`config.mk`:
```
export PLATFORM = sky130hd
export DESIGN_NAME = branch_history_queue_flat
export DESIGN_NICKNAME = d
export VERILOG_FILES = /design/src/rtl/branch_history_queue_if.sv /design/src/rtl/branch_history_queue.sv /design/src/flat_wrapper.sv
export SDC_FILE = /design/constraint.sdc
export NUM_CORES = 1
export LEC_CHECK = 0
export ABC_AREA = 1
export ABC_CLOCK_PERIOD_IN_PS = 3500
export CORE_AREA = 2 2 125 127
export CTS_CLUSTER_SIZE = 30
export DETAILED_ROUTE_END_ITERATION = 6
export DIE_AREA = 0 0 127 129
export PLACE_DENSITY_LB_ADDON = 0.12
export SLEW_MARGIN = 40
export SYNTH_ARGS = -nofsm -noshare
export SYNTH_HDL_FRONTEND = slang
export SYNTH_SLANG_ARGS = --single-unit
```
`constraint.sdc`:
```
create_clock -name clock -period 3.5 [get_ports clock]
set_input_delay 0.7 -clock clock [delete_from_list [all_inputs] [get_ports clock]]
set_output_delay 0.7 -clock clock [all_outputs]
set_load 0.02 [all_outputs]
```
`src/rtl/branch_history_queue_if.sv`:
```
// Interface bundling the push, resolve and rollback signals of the branch
// history queue. The master side (fetch/resolve logic) drives pushes and
// resolves; the slave side (the queue) returns status and the rollback history.
interface branch_history_queue_if #(
    parameter int OBQ_DEPTH = 8,
    parameter int GHT_BIT   = 4,
    parameter int TAG_W     = 4
);
    localparam int CNT_W = $clog2(OBQ_DEPTH) + 1;

    logic               enq_en;
    logic [GHT_BIT-1:0] enq_gh;
    logic [TAG_W-1:0]   enq_tag;
    logic               enq_ready;
    logic               resolve_en;
    logic [TAG_W-1:0]   resolve_tag;
    logic               resolve_mispredict;
    logic               clear_en;
    logic               obq_bh_pred_valid;
    logic [GHT_BIT-1:0] obq_gh_out;
    logic [CNT_W-1:0]   count;
    logic               full;
    logic               empty;
    logic               err_tag;
    logic               err_ovf;

    modport master (
        output enq_en, enq_gh, enq_tag, resolve_en, resolve_tag, resolve_mispredict,
        input  enq_ready, clear_en, obq_bh_pred_valid, obq_gh_out, count, full, empty,
               err_tag, err_ovf
    );

    modport slave (
        input  enq_en, enq_gh, enq_tag, resolve_en, resolve_tag, resolve_mispredict,
        output enq_ready, clear_en, obq_bh_pred_valid, obq_gh_out, count, full, empty,
               err_tag, err_ovf
    );
endinterface

```
`src/rtl/branch_history_queue.sv`:
```
// In-order queue of global-history snapshots, one per predicted branch.
// Branches resolve at the head; a mispredict flushes the whole queue and
// emits the head's history with a one-cycle clear pulse to the predictor.
// Optional feature: define BHQ_PERF_EN to add saturating resolve/mispredict
// counters on perf_resolved / perf_mispred.
module branch_history_queue #(
    parameter int OBQ_DEPTH = 8,
    parameter int GHT_BIT   = 4,
    parameter int TAG_W     = 4
) (
    input  logic                  clock,
    input  logic                  reset,
    branch_history_queue_if.slave bus
`ifdef BHQ_PERF_EN
    ,
    output logic [15:0]           perf_resolved,
    output logic [15:0]           perf_mispred
`endif
);
    localparam int PTR_W = $clog2(OBQ_DEPTH);
    localparam int CNT_W = PTR_W + 1;

    typedef logic [PTR_W-1:0] ptr_t;
    typedef logic [CNT_W-1:0] cnt_t;

    logic [GHT_BIT-1:0] ghMem  [OBQ_DEPTH];
    logic [TAG_W-1:0]   tagMem [OBQ_DEPTH];

    ptr_t               head_q, head_d;
    ptr_t               tail_q, tail_d;
    cnt_t               count_q, count_d;
    logic               clear_q, clear_d;
    logic [GHT_BIT-1:0] ghOut_q, ghOut_d;
    logic               errTag_q, errTag_d;
    logic               errOvf_q, errOvf_d;

    logic isFull;
    logic isEmpty;
    logic resolveLegal;
    logic mispredict;
    logic resolveOk;
    logic pushLegal;

    // Decode this cycle's legal operations and compute next pointer/flag state.
    always_comb begin
        isFull       = (count_q == cnt_t'(OBQ_DEPTH));
        isEmpty      = (count_q == '0);
        resolveLegal = bus.resolve_en & ~isEmpty;
        mispredict   = resolveLegal & bus.resolve_mispredict;
        resolveOk    = resolveLegal & ~bus.resolve_mispredict;
        pushLegal    = bus.enq_en & ~isFull & ~mispredict;

        head_d   = head_q;
        tail_d   = tail_q;
        count_d  = count_q;
        clear_d  = 1'b0;
        ghOut_d  = ghOut_q;
        errTag_d = errTag_q;
        errOvf_d = errOvf_q;

        if (resolveLegal && (bus.resolve_tag != tagMem[head_q])) begin
            errTag_d = 1'b1;
        end
        if ((bus.enq_en && isFull && !mispredict) || (bus.resolve_en && isEmpty)) begin
            errOvf_d = 1'b1;
        end

        if (mispredict) begin
            head_d  = '0;
            tail_d  = '0;
            count_d = '0;
            clear_d = 1'b1;
            ghOut_d = ghMem[head_q];
        end else begin
            if (pushLegal) begin
                tail_d = tail_q + ptr_t'(1);
            end
            if (resolveOk) begin
                head_d = head_q + ptr_t'(1);
            end
            if (pushLegal && !resolveOk) begin
                count_d = count_q + cnt_t'(1);
            end else if (!pushLegal && resolveOk) begin
                count_d = count_q - cnt_t'(1);
            end
        end
    end

    // Control state: pointers, occupancy, rollback pulse/history and sticky errors.
    always_ff @(posedge clock or negedge reset) begin
        if (!reset) begin
            head_q   <= '0;
            tail_q   <= '0;
            count_q  <= '0;
            clear_q  <= 1'b0;
            ghOut_q  <= '0;
            errTag_q <= 1'b0;
            errOvf_q <= 1'b0;
        end else begin
            head_q   <= head_d;
            tail_q   <= tail_d;
            count_q  <= count_d;
            clear_q  <= clear_d;
            ghOut_q  <= ghOut_d;
            errTag_q <= errTag_d;
            errOvf_q <= errOvf_d;
        end
    end

    // Entry storage is written on legal pushes only and is deliberately not reset.
    always_ff @(posedge clock) begin
        if (pushLegal) begin
            ghMem[tail_q]  <= bus.enq_gh;
            tagMem[tail_q] <= bus.enq_tag;
        end
    end

    assign bus.enq_ready         = ~isFull;
    assign bus.full              = isFull;
    assign bus.empty             = isEmpty;
    assign bus.count             = count_q;
    assign bus.clear_en          = clear_q;
    assign bus.obq_bh_pred_valid = clear_q;
    assign bus.obq_gh_out        = ghOut_q;
    assign bus.err_tag           = errTag_q;
    assign bus.err_ovf           = errOvf_q;

`ifdef BHQ_PERF_EN
    logic [15:0] perfResolved_q;
    logic [15:0] perfMispred_q;

    // Saturating counters of legal resolves and legal mispredicts.
    always_ff @(posedge clock or negedge reset) begin
        if (!reset) begin
            perfResolved_q <= '0;
            perfMispred_q  <= '0;
        end else begin
            if (resolveLegal && (perfResolved_q != 16'hFFFF)) begin
                perfResolved_q <= perfResolved_q + 16'd1;
            end
            if (mispredict && (perfMispred_q != 16'hFFFF)) begin
                perfMispred_q <= perfMispred_q + 16'd1;
            end
        end
    end

    assign perf_resolved = perfResolved_q;
    assign perf_mispred  = perfMispred_q;
`endif
endmodule

```
`src/flat_wrapper.sv`:
```
// flat-port wrapper written by rule: the top's interface ports become plain ports
module branch_history_queue_flat 
#(
    parameter int OBQ_DEPTH = 8,
    parameter int GHT_BIT   = 4,
    parameter int TAG_W     = 4
)
  (clock, reset, bus_enq_en, bus_enq_gh, bus_enq_tag, bus_resolve_en, bus_resolve_tag, bus_resolve_mispredict, bus_enq_ready, bus_clear_en, bus_obq_bh_pred_valid, bus_obq_gh_out, bus_count, bus_full, bus_empty, bus_err_tag, bus_err_ovf);
  branch_history_queue_if #(.OBQ_DEPTH(OBQ_DEPTH), .GHT_BIT(GHT_BIT), .TAG_W(TAG_W)) bus_i ();
  input  logic clock;
  input  logic reset;
  input wire logic [$bits(bus_i.enq_en)-1:0] bus_enq_en;
  input wire logic [$bits(bus_i.enq_gh)-1:0] bus_enq_gh;
  input wire logic [$bits(bus_i.enq_tag)-1:0] bus_enq_tag;
  input wire logic [$bits(bus_i.resolve_en)-1:0] bus_resolve_en;
  input wire logic [$bits(bus_i.resolve_tag)-1:0] bus_resolve_tag;
  input wire logic [$bits(bus_i.resolve_mispredict)-1:0] bus_resolve_mispredict;
  output wire logic [$bits(bus_i.enq_ready)-1:0] bus_enq_ready;
  output wire logic [$bits(bus_i.clear_en)-1:0] bus_clear_en;
  output wire logic [$bits(bus_i.obq_bh_pred_valid)-1:0] bus_obq_bh_pred_valid;
  output wire logic [$bits(bus_i.obq_gh_out)-1:0] bus_obq_gh_out;
  output wire logic [$bits(bus_i.count)-1:0] bus_count;
  output wire logic [$bits(bus_i.full)-1:0] bus_full;
  output wire logic [$bits(bus_i.empty)-1:0] bus_empty;
  output wire logic [$bits(bus_i.err_tag)-1:0] bus_err_tag;
  output wire logic [$bits(bus_i.err_ovf)-1:0] bus_err_ovf;
  assign bus_i.enq_en = bus_enq_en;
  assign bus_i.enq_gh = bus_enq_gh;
  assign bus_i.enq_tag = bus_enq_tag;
  assign bus_i.resolve_en = bus_resolve_en;
  assign bus_i.resolve_tag = bus_resolve_tag;
  assign bus_i.resolve_mispredict = bus_resolve_mispredict;
  assign bus_enq_ready = bus_i.enq_ready;
  assign bus_clear_en = bus_i.clear_en;
  assign bus_obq_bh_pred_valid = bus_i.obq_bh_pred_valid;
  assign bus_obq_gh_out = bus_i.obq_gh_out;
  assign bus_count = bus_i.count;
  assign bus_full = bus_i.full;
  assign bus_empty = bus_i.empty;
  assign bus_err_tag = bus_i.err_tag;
  assign bus_err_ovf = bus_i.err_ovf;
  branch_history_queue #(.OBQ_DEPTH(OBQ_DEPTH), .GHT_BIT(GHT_BIT), .TAG_W(TAG_W)) u_core (.clock(clock), .reset(reset), .bus(bus_i));
endmodule
```
==> results of run 1 <==
[synthesized netlist by cell type, drive strengths merged]
cell type / count
a21oi: 3
buf: 12
dfrtp: 17
edfxtp: 64
fa: 1
ha: 4
inv: 51
nand2: 85
nand3: 32
nand3b: 2
nor2: 27
o211ai: 2
o21a: 1
o21ai: 22
o221ai: 6
o22ai: 5
xor2: 3
[per-layer routing]
metal  routed length (um)  vias up
met5                    0        -
met4                  218        0
met3                  435       12
met2                 4360       53
met1                 4380     1158
li1                     -     1184
[report_power, final]
part	internal, uW	total (uW)	switching, uW
sequential	1210	1330	127
clock	559	957	398
combinational	460	1320	864
[per-stage QoR]
step	worst slack (ns)	total power (uW)	hold slack, ns
after global placement	0.814	2730	0.447
after floorplan	1.41	2300	0.404
after global routing	0.983	3860	0.315
final	1.06	3620	0.281
after detailed placement	0.750	2710	0.459
after CTS	1.04	3680	0.292
[cell families after synthesis]
| family | Yosys count |
|---|---|
| simple gates | 146 |
| flops | 81 |
| buf+inv | 63 |
| compound gates | 39 |
| fa+ha+maj | 5 |
| xor+xnor | 3 |
[sequential cells by signal, indices dropped and copies added (netlist names)]
name,cells
u_core.ghMem,32
u_core.tagMem,32
u_core.bus.count,4
u_core.bus.obq_gh_out,4
u_core.head_q,3
u_core.tail_q,3
u_core.bus.clear_en,1
u_core.bus.err_ovf,1
u_core.bus.err_tag,1
[area by class of cell]
| cell class | instances | area, sq um | share of cell area |
|---|---|---|---|
| Clock buffer | 9 | 225 | 0.0505 |
| Tap cell | 188 | 235 | 0.0528 |
| Multi-Input combinational cell | 193 | 1040 | 0.233 |
| Timing Repair Buffer | 34 | 328 | 0.0736 |
| Inverter | 51 | 206 | 0.0463 |
| Clock inverter | 7 | 76.3 | 0.0171 |
| Sequential cell | 81 | 2350 | 0.527 |
[worst max-delay path, delay by kind of cell, from the launching register on]
| kind | cells | cell delay (ns) |
|---|---|---|
| and+or+nand+nor | 2 | 0.29 |
| buffers and inverters | 2 | 0.69 |
| DFF | 1 | 0.42 |
[worst max-delay path by stage]
stage,end,slack (ns),cells past startpoint
after detailed placement,u_core.tagMem[0][2],0.75,8
after CTS,bus_empty,1.04,4
after global routing,bus_empty,0.98,4
after floorplan,u_core.bus.count[3],1.41,11
after global placement,u_core.tagMem[2][2],0.81,8
final,bus_empty,1.06,4
==> impl_metrics.toml, run 1 <==
[floorplan]
fp.dieH_um = 129
die_area_sq_um = 16400
ioPinCount = 32
initial_core_util = 0.248
die-width_um = 127
num_rows = 45
core_area_sq_um = 15000

[yosys]
netlist_area_sq_um = 3710
syn-num-nets = 359
syn_area_per_cell_sq_um = 11.0
ys_ff_latch = 81
synth_cells = 337
synth.distinct_cells = 30
yosysTopAreaCell = "edfxtp_1"
ys_seq_area_frac = 0.632
yosys_warnings = 0
synth_top_family_by_area = "simple AND/OR/NAND/NOR gates"
synth_area_leaders = "edfxtp_1, dfrtp_1, nand2_1, inv_1, nand3_1"
synth_top_area_frac = 0.518
synth-simple-area-share = 0.188
synthAdderAreaFrac = 0.0189
synth_xor_area_frac = 0.00708
synth_compound_area_frac = 0.0654
synthMuxAreaShare = 0

[job]
drv_cap = 0

[clocking]
ctsHoldBuffers = 0
cts.clk_slew.worst_paths_ns = 0.06
postCtsSetupRepairBufs = 0
cts_tree = "built"
cts_resized = 0
cts_max_path_buffers = 2
worstSkewPairLatency_ns = 0.34
clock_sinks = 81
root_buffer = "clkbuf_16"
cts-buffers-inserted = 9
cts_max_level = 3

[global_routing]
antenna_found_initial = 0
gr-usage-met3 = 0.0262
busiest_layer = "met2"
met2_usage = 0.191
grt_pass1_vias = 2422
grt-ovfl-total = 0
grt_usage = 0.122
met1_usage = 0.163
grt_max_degree = 33
grt_pass1_wl_um = 14500

[sta]
maxSlewViolCount = 0
worstMarginPinSlew_ns = 0.723
fmax_ghz = 0.409
finalClockSkew_ns = 0.00465
finalHoldViolations = 0
min_period_ns = 2.44
setup_viol = 0
tns_ns = 0
max_slew_margin = 0.516
rsz0062_at_grt = "false"
finalCritPeriodShare = 0.698

[layout]
final_util = 0.297
nFillCells = 1547
antennaDiodeCount = 0
mostFrequentLayoutCell = "nand2_1"
final_cells = 563
syn2layout_area_growth_pct = 20.0
layout_common_cells = "nand2_1, edfxtp_1, inv_1"
fin_area_sq_um = 4460
drive_above_1_share = 0.152
num-nets-final = 392

[place]
numPlacedInstances = 547
gp_congestion = 0.736
dpl_cell_area_sq_um = 4150
dp_hpwl_um = 6690
io_buffers = 31

[pwr]
p_leak_uw = 0.00178
peakVddDrop_mv = 0.242
power_density_nw_per_um2 = 811

[critical_path]
startpoint_type = "flip-flop"
crit_arrival_ns = 1.74
path_cells = "nor2_2 -> nand3_2 -> inv_1 -> clkdlybuf4s50_1"
regToRegSetupSlack_ns = 1.25
cp_slowest_cell = "clkdlybuf4s50_1"
worstSetupPathType = "reg -> out"
reg2reg_depth = 9
required_ns = 2.80
startpoint = "u_core.bus.count[0]"
r2r-end = "u_core.tagMem[7][3]"
slowest_delay_ns = 0.60
path_max_fanout = 4
end_kind = "output pin"
timing.rr.start = "u_core.bus.count[0]"

[detailed_routing]
drt_wl_total_um = 9390
drtIter0Drc = 152
antenna_left = 0
via_per_inst = 4.28
drc_errors = 0
drt-pass1-iter-count = 4
wl_per_cell_um = 16.7
num_vias = 2407

[min_path]
hold_class = "in -> async"

[outcome]
status = "finished clean"
Note: power is estimated with default switching activity, not from simulation.
==> run 2: changes to the inputs <==
--- a/config.mk
+++ b/config.mk
@@ -6,7 +6,7 @@
 export NUM_CORES = 1
 export LEC_CHECK = 0
 export ABC_AREA = 1
-export ABC_CLOCK_PERIOD_IN_PS = 3500
+export ABC_CLOCK_PERIOD_IN_PS = 2450
 export CORE_AREA = 2 2 125 127
 export CTS_CLUSTER_SIZE = 30
 export DETAILED_ROUTE_END_ITERATION = 6
==> constraint.sdc (replaced) <==
create_clock -name clock -period 2.45 [get_ports clock]
set_input_delay 0.49 -clock clock [delete_from_list [all_inputs] [get_ports clock]]
set_output_delay 0.49 -clock clock [all_outputs]
set_load 0.02 [all_outputs]
==> run 2 against run 1 <==
Hold slack gained 0.18 ns. Global-route usage fell by 0.52 points. Wire length decreased by 4.4%. Critical path depth did not move. Clock power is 52% higher. Sequential power rose by 43%. Largest cell class unchanged. Core utilization increased by 0.75 points. Power rose by 45%. Critical endpoint unchanged. Cell count increased by 2.1%. Sequential cell count is the same. Cell area is 2.5% higher. Sequential share of layout area is 1.3 points lower.
==> impl_metrics.toml, run 2 (synthesis gave the netlist of run 1 again) <==
[global_routing]
grt_pass1_wl_um = 14200
grt-ovfl-total = 0
grt_usage = 0.116
grt_max_degree = 36
grt_pass1_vias = 2451
antenna_found_initial = 0

[clocking]
cts_tree = "built"
cts-buffers-inserted = 9
root_buffer = "clkbuf_16"
cts_max_path_buffers = 2
worstSkewPairLatency_ns = 0.34
cts_resized = 0
ctsHoldBuffers = 0
postCtsSetupRepairBufs = 0
clock_sinks = 81
cts.clk_slew.worst_paths_ns = 0.07
cts_max_level = 3

[pwr]
total_power_uw = 5240
power_density_nw_per_um2 = 1150
p_leak_uw = 0.00186
peakVddDrop_mv = 0.430

[sta]
worstMarginPinSlew_ns = 0.481
min_period_ns = 2.23
fmax_ghz = 0.448
setup_slack_ns = 0.220
tns_ns = 0
max_slew_margin = 0.679
finalCritPeriodShare = 0.910
maxSlewViolCount = 0
finalClockSkew_ns = 0.0128
finalHoldViolations = 0
rsz0062_at_grt = "false"
setup_viol = 0

[detailed_routing]
drc_errors = 0
drt-pass1-iter-count = 4
wl_per_cell_um = 15.6
antenna_left = 0
drtIter0Drc = 116
num_vias = 2458
drt_wl_total_um = 8980
via_per_inst = 4.27

[floorplan]
die-width_um = 127
die_area_sq_um = 16400
core_area_sq_um = 15000
fp.dieH_um = 129
ioPinCount = 32
initial_core_util = 0.248
num_rows = 45

[critical_path]
required_ns = 1.96
end_kind = "output pin"
crit_family = "buffers and inverters"
crit_arrival_ns = 1.74
regToRegSetupSlack_ns = 0.43
startpoint_type = "flip-flop"
worstSetupPathType = "reg -> out"
r2r-end = "u_core.bus.count[3]"
timing.rr.start = "u_core.bus.count[0]"
path_cells = "nor2_2 -> nand3_2 -> inv_1 -> clkdlybuf4s50_1"
path_max_fanout = 4
cp_slowest_cell = "clkdlybuf4s50_1"
reg2reg_depth = 11
path_buf_inv = 2
slowest_delay_ns = 0.59

[layout]
multi_input_area_sq_um = 1040
reg.largest.list = "u_core.ghMem (32), u_core.tagMem (32)"
fin_area_sq_um = 4570
antennaDiodeCount = 0
syn2layout_area_growth_pct = 23.1
final-seq-area_sq_um = 2350
num-nets-final = 404
nFillCells = 1547
layout_common_cells = "nand2_1, edfxtp_1, inv_1"
drive_above_1_share = 0.173
mostFrequentLayoutCell = "nand2_1"

[place]
dpl_cell_area_sq_um = 4250
post-place-ws_ns = 0.131
io_buffers = 31
dp_hpwl_um = 6120
gp_congestion = 0.758

[min_path]
hold_depth = 2
min_to = "u_core.bus.err_tag"
hold_class = "reg -> reg"
min_from = "u_core.bus.err_tag"

[outcome]
status = "finished clean"

[job]
drv_cap = 0
## run 2: stage by stage
stage | utilization | hold slack (ns) | instances
finish | 0.305 | 0.459 | 575
global route | 0.305 | 0.498 | 575
CTS | 0.305 | 0.470 | 575
detailed placement | 0.284 | 0.454 | 559
global placement | 0.284 | 0.445 | 559
floorplan | - | 0.194 | 337
## run 2: worst reg2reg max path, delay by kind of cell, from the launching register on
| kind | cells | cell delay [ns] |
|---|---|---|
| compound gates | 2 | 0.23 |
| fa+ha+maj | 1 | 0.29 |
| buf+inv | 1 | 0.04 |
| flops | 1 | 0.42 |
| simple gates | 5 | 0.59 |
| xor+xnor | 2 | 0.32 |
## run 2: final cells by class
class | count | area share
Multi-Input combinational cell | 193 | 0.227
Tap cell | 188 | 0.0515
Inverter | 51 | 0.0452
Clock inverter | 7 | 0.0205
Clock buffer | 9 | 0.0493
Timing Repair Buffer | 46 | 0.0926
Sequential cell | 81 | 0.514
## run 2: how the worst max path moves through the flow
stage | startpoint | end | slack, ns | cells after the start
after floorplan | u_core.bus.count[0] | u_core.bus.count[3] | 0.36 | 11
after global placement | bus_enq_en | u_core.bus.count[3] | 0.16 | 10
after detailed placement | bus_enq_en | u_core.bus.count[3] | 0.13 | 10
after CTS | u_core.bus.count[0] | bus_empty | 0.18 | 4
after global routing | u_core.bus.count[0] | bus_empty | 0.12 | 4
final | u_core.bus.count[0] | bus_empty | 0.22 | 4
## run 2: report_power, final
part | leakage (uW) | switching, uW | internal (uW)
Clock | 0.000153 | 562 | 893
Combinational | 0.000915 | 1200 | 691
Sequential | 0.000788 | 179 | 1720
Total | 0.00186 | 1940 | 3310
## run 2: metal layers
metal,part of all wire,vias up,global-route usage
met5,0,-,0
met4,0.017,0,0.0465
met3,0.024,10,0.0249
met2,0.44,26,0.180
met1,0.51,1213,0.160
li1,-,1209,-
==> run 3: changes to the inputs <==
--- a/config.mk
+++ b/config.mk
@@ -5,12 +5,12 @@
 export SDC_FILE = /design/constraint.sdc
 export NUM_CORES = 1
 export LEC_CHECK = 0
-export ABC_AREA = 1
+export ABC_AREA = 0
 export ABC_CLOCK_PERIOD_IN_PS = 2450
-export CORE_AREA = 2 2 125 127
+export CORE_AREA = 2 2 120 122
 export CTS_CLUSTER_SIZE = 30
 export DETAILED_ROUTE_END_ITERATION = 6
-export DIE_AREA = 0 0 127 129
+export DIE_AREA = 0 0 122 124
 export PLACE_DENSITY_LB_ADDON = 0.12
 export SLEW_MARGIN = 40
 export SYNTH_ARGS = -nofsm -noshare
==> run 3 against run 2 <==
Power shrank 10%. Hold slack gained 0.0044 ns. Cell area fell by 3.7%. Sequential cell count unchanged. Critical path depth fell by 1. Synthesized cell count decreased by 40%. Setup slack worse by 0.15 ns. Global-route usage decreased by 1.1 points. Cell count is 22% lower. Count of clock-buffer cells in the layout unchanged. Sequential power decreased by 3%. Via count decreased by 25%. Largest cell class unchanged.
==> impl_metrics.toml, run 3 <==
[detailed_routing]
drt-pass1-iter-count = 4
drt_wl_total_um = 7280
antenna_left = 0
via_per_inst = 4.13
drtIter0Drc = 91
wl_per_cell_um = 16.3
num_vias = 1849
drc_errors = 0

[yosys]
ys_ff_latch = 81
async_flop_share = 0.210
synth.most_common_cell = "edfxtp_1"
syn_area_per_cell_sq_um = 16.8
yosysTopAreaCell = "edfxtp_1"
ys_seq_area_frac = 0.688
synth-edff-count = 64
netlist_area_sq_um = 3410
yosys_warnings = 0
synth.distinct_cells = 37
syn-num-nets = 225
synth_cells = 203
yosys_most_used_dff = "edfxtp_1"
synth_area_leaders = "edfxtp_1, dfrtp_1, mux4_2, mux2i_1, nor2_1"
synthTopCellsByCount = "edfxtp_1, mux2i_1, nor2_1, dfrtp_1, mux4_2"
synth_top_area_frac = 0.563

[job]
drv_cap = 0

[critical_path]
end_kind = "output pin"
startpoint_type = "flip-flop"
worstSetupPathType = "reg -> out"
cp_slowest_cell = "clkdlybuf4s50_1"
regToRegSetupSlack_ns = 0.20
path_cells = "buf_4 -> nor4_4 -> clkdlybuf4s50_1"
required_ns = 1.96
crit_arrival_ns = 1.88
path_max_fanout = 6
slowest_delay_ns = 0.66

[layout]
multi_input_area_sq_um = 1020
reg.largest.list = "u_core.ghMem (32), u_core.tagMem (32)"
syn2layout_area_growth_pct = 28.9
layout_common_cells = "edfxtp_1, clkdlybuf4s50_1, buf_4"
final_cells = 448
drive_above_1_share = 0.235
final-seq-area_sq_um = 2350
mostFrequentLayoutCell = "edfxtp_1"
num-nets-final = 286
antennaDiodeCount = 0
nFillCells = 1371

[floorplan]
core_area_sq_um = 13700
die-width_um = 122
fp.dieH_um = 124
ioPinCount = 32
initial_core_util = 0.249
die_area_sq_um = 15100
num_rows = 43

[sta]
worst_hold_slack_ns = 0.463
tns_ns = 0
finalHoldViolations = 0
rsz0062_at_grt = "false"
worstMarginPinSlew_ns = 0.400
setup_slack_ns = 0.0751
maxSlewViolCount = 0
min_period_ns = 2.37
setup_viol = 0
fmax_ghz = 0.421
finalClockSkew_ns = 0.00486
finalCritPeriodShare = 0.969
max_slew_margin = 0.731

[clocking]
clock_sinks = 81
cts_tree = "built"
ctsHoldBuffers = 0
cts_max_level = 3
cts.clk_slew.worst_paths_ns = 0.06
cts-buffers-inserted = 9
worstSkewPairLatency_ns = 0.33
cts_max_path_buffers = 2
root_buffer = "clkbuf_16"

[pwr]
total_power_uw = 4710
power_density_nw_per_um2 = 1070
p_leak_uw = 0.00156
peakVddDrop_mv = 0.316

[global_routing]
grt_usage = 0.106
grt-ovfl-total = 0
antenna_found_initial = 0
grt_pass1_vias = 1938
grt_max_degree = 27
grt_pass1_wl_um = 11400

[place]
post-place-ws_ns = 0.00606
dp_hpwl_um = 5100
io_buffers = 31
gp_congestion = 0.716
numPlacedInstances = 433

[min_path]
hold_class = "reg -> reg"

[outcome]
status = "finished clean"
-- run 3: layer usage --
| layer | share of wire | up-vias | track usage |
|---|---|---|---|
| li1 | - | 896 | - |
| met1 | 0.47 | 925 | 0.139 |
| met2 | 0.49 | 20 | 0.166 |
| met3 | 0.029 | 8 | 0.0234 |
| met4 | 0.018 | 0 | 0.0517 |
| met5 | 0 | - | 0 |
-- run 3: logic make-up after synthesis --
group,count (synthesis),share of synthesized area
adder cells (fa/ha/maj),5,0.0205
buffers and inverters,13,0.0205
flip-flops,81,0.688
XOR/XNOR,7,0.0180
multiplexers,36,0.152
AO/OA/AOI/OAI,19,0.0389
AND/OR/NAND/NOR,42,0.0620
-- run 3: what timing repair did --
item / CTS / global route
gates resized for setup: 2 / 2
setup endpoints to repair: 2 / 1
gates cloned: 0 / 0
buffers inserted: 0 / 0
-- run 3: final cells by class --
cell class	instances	share of cell area
multi-input cells	109	0.232
flip-flops and latches	81	0.535
clock inverters	6	0.00796
repair buffers	58	0.119
clock buffers	9	0.0512
well taps	180	0.0512
inverters	5	0.00426
-- run 3: critical path, delay by kind of cell, from the launching register on --
family                 cells  cell delay (ns)
buffers and inverters      2             0.83
flip-flops                 1             0.39
AND/OR/NAND/NOR            1             0.34
-- run 3: power breakdown --
part,switching (uW),total (uW),leakage [uW],internal (uW)
sequential,134,1840,0.000776,1700
combinational,851,1690,0.000660,836
clock,511,1180,0.000120,673
total,1500,4710,0.00156,3210
-- run 3: final timing paths --
path,start,end,cells past startpoint
hold reg to reg,u_core.bus.err_ovf,u_core.bus.err_ovf,2
setup reg to reg,u_core.bus.count[0],u_core.bus.count[3],9
hold / removal,u_core.bus.err_ovf,u_core.bus.err_ovf,2
min in group asynchronous,reset,u_core.bus.clear_en,2
setup / recovery,u_core.bus.count[0],bus_empty,3
max in group asynchronous,reset,u_core.bus.count[0],2
-- run 3: through the flow --
stage | utilization | instance area (sq um)
finish | 0.321 | 4400
CTS | 0.320 | 4390
global route | 0.321 | 4400
global placement | 0.302 | 4140
floorplan | - | 3440
detailed placement | 0.302 | 4140
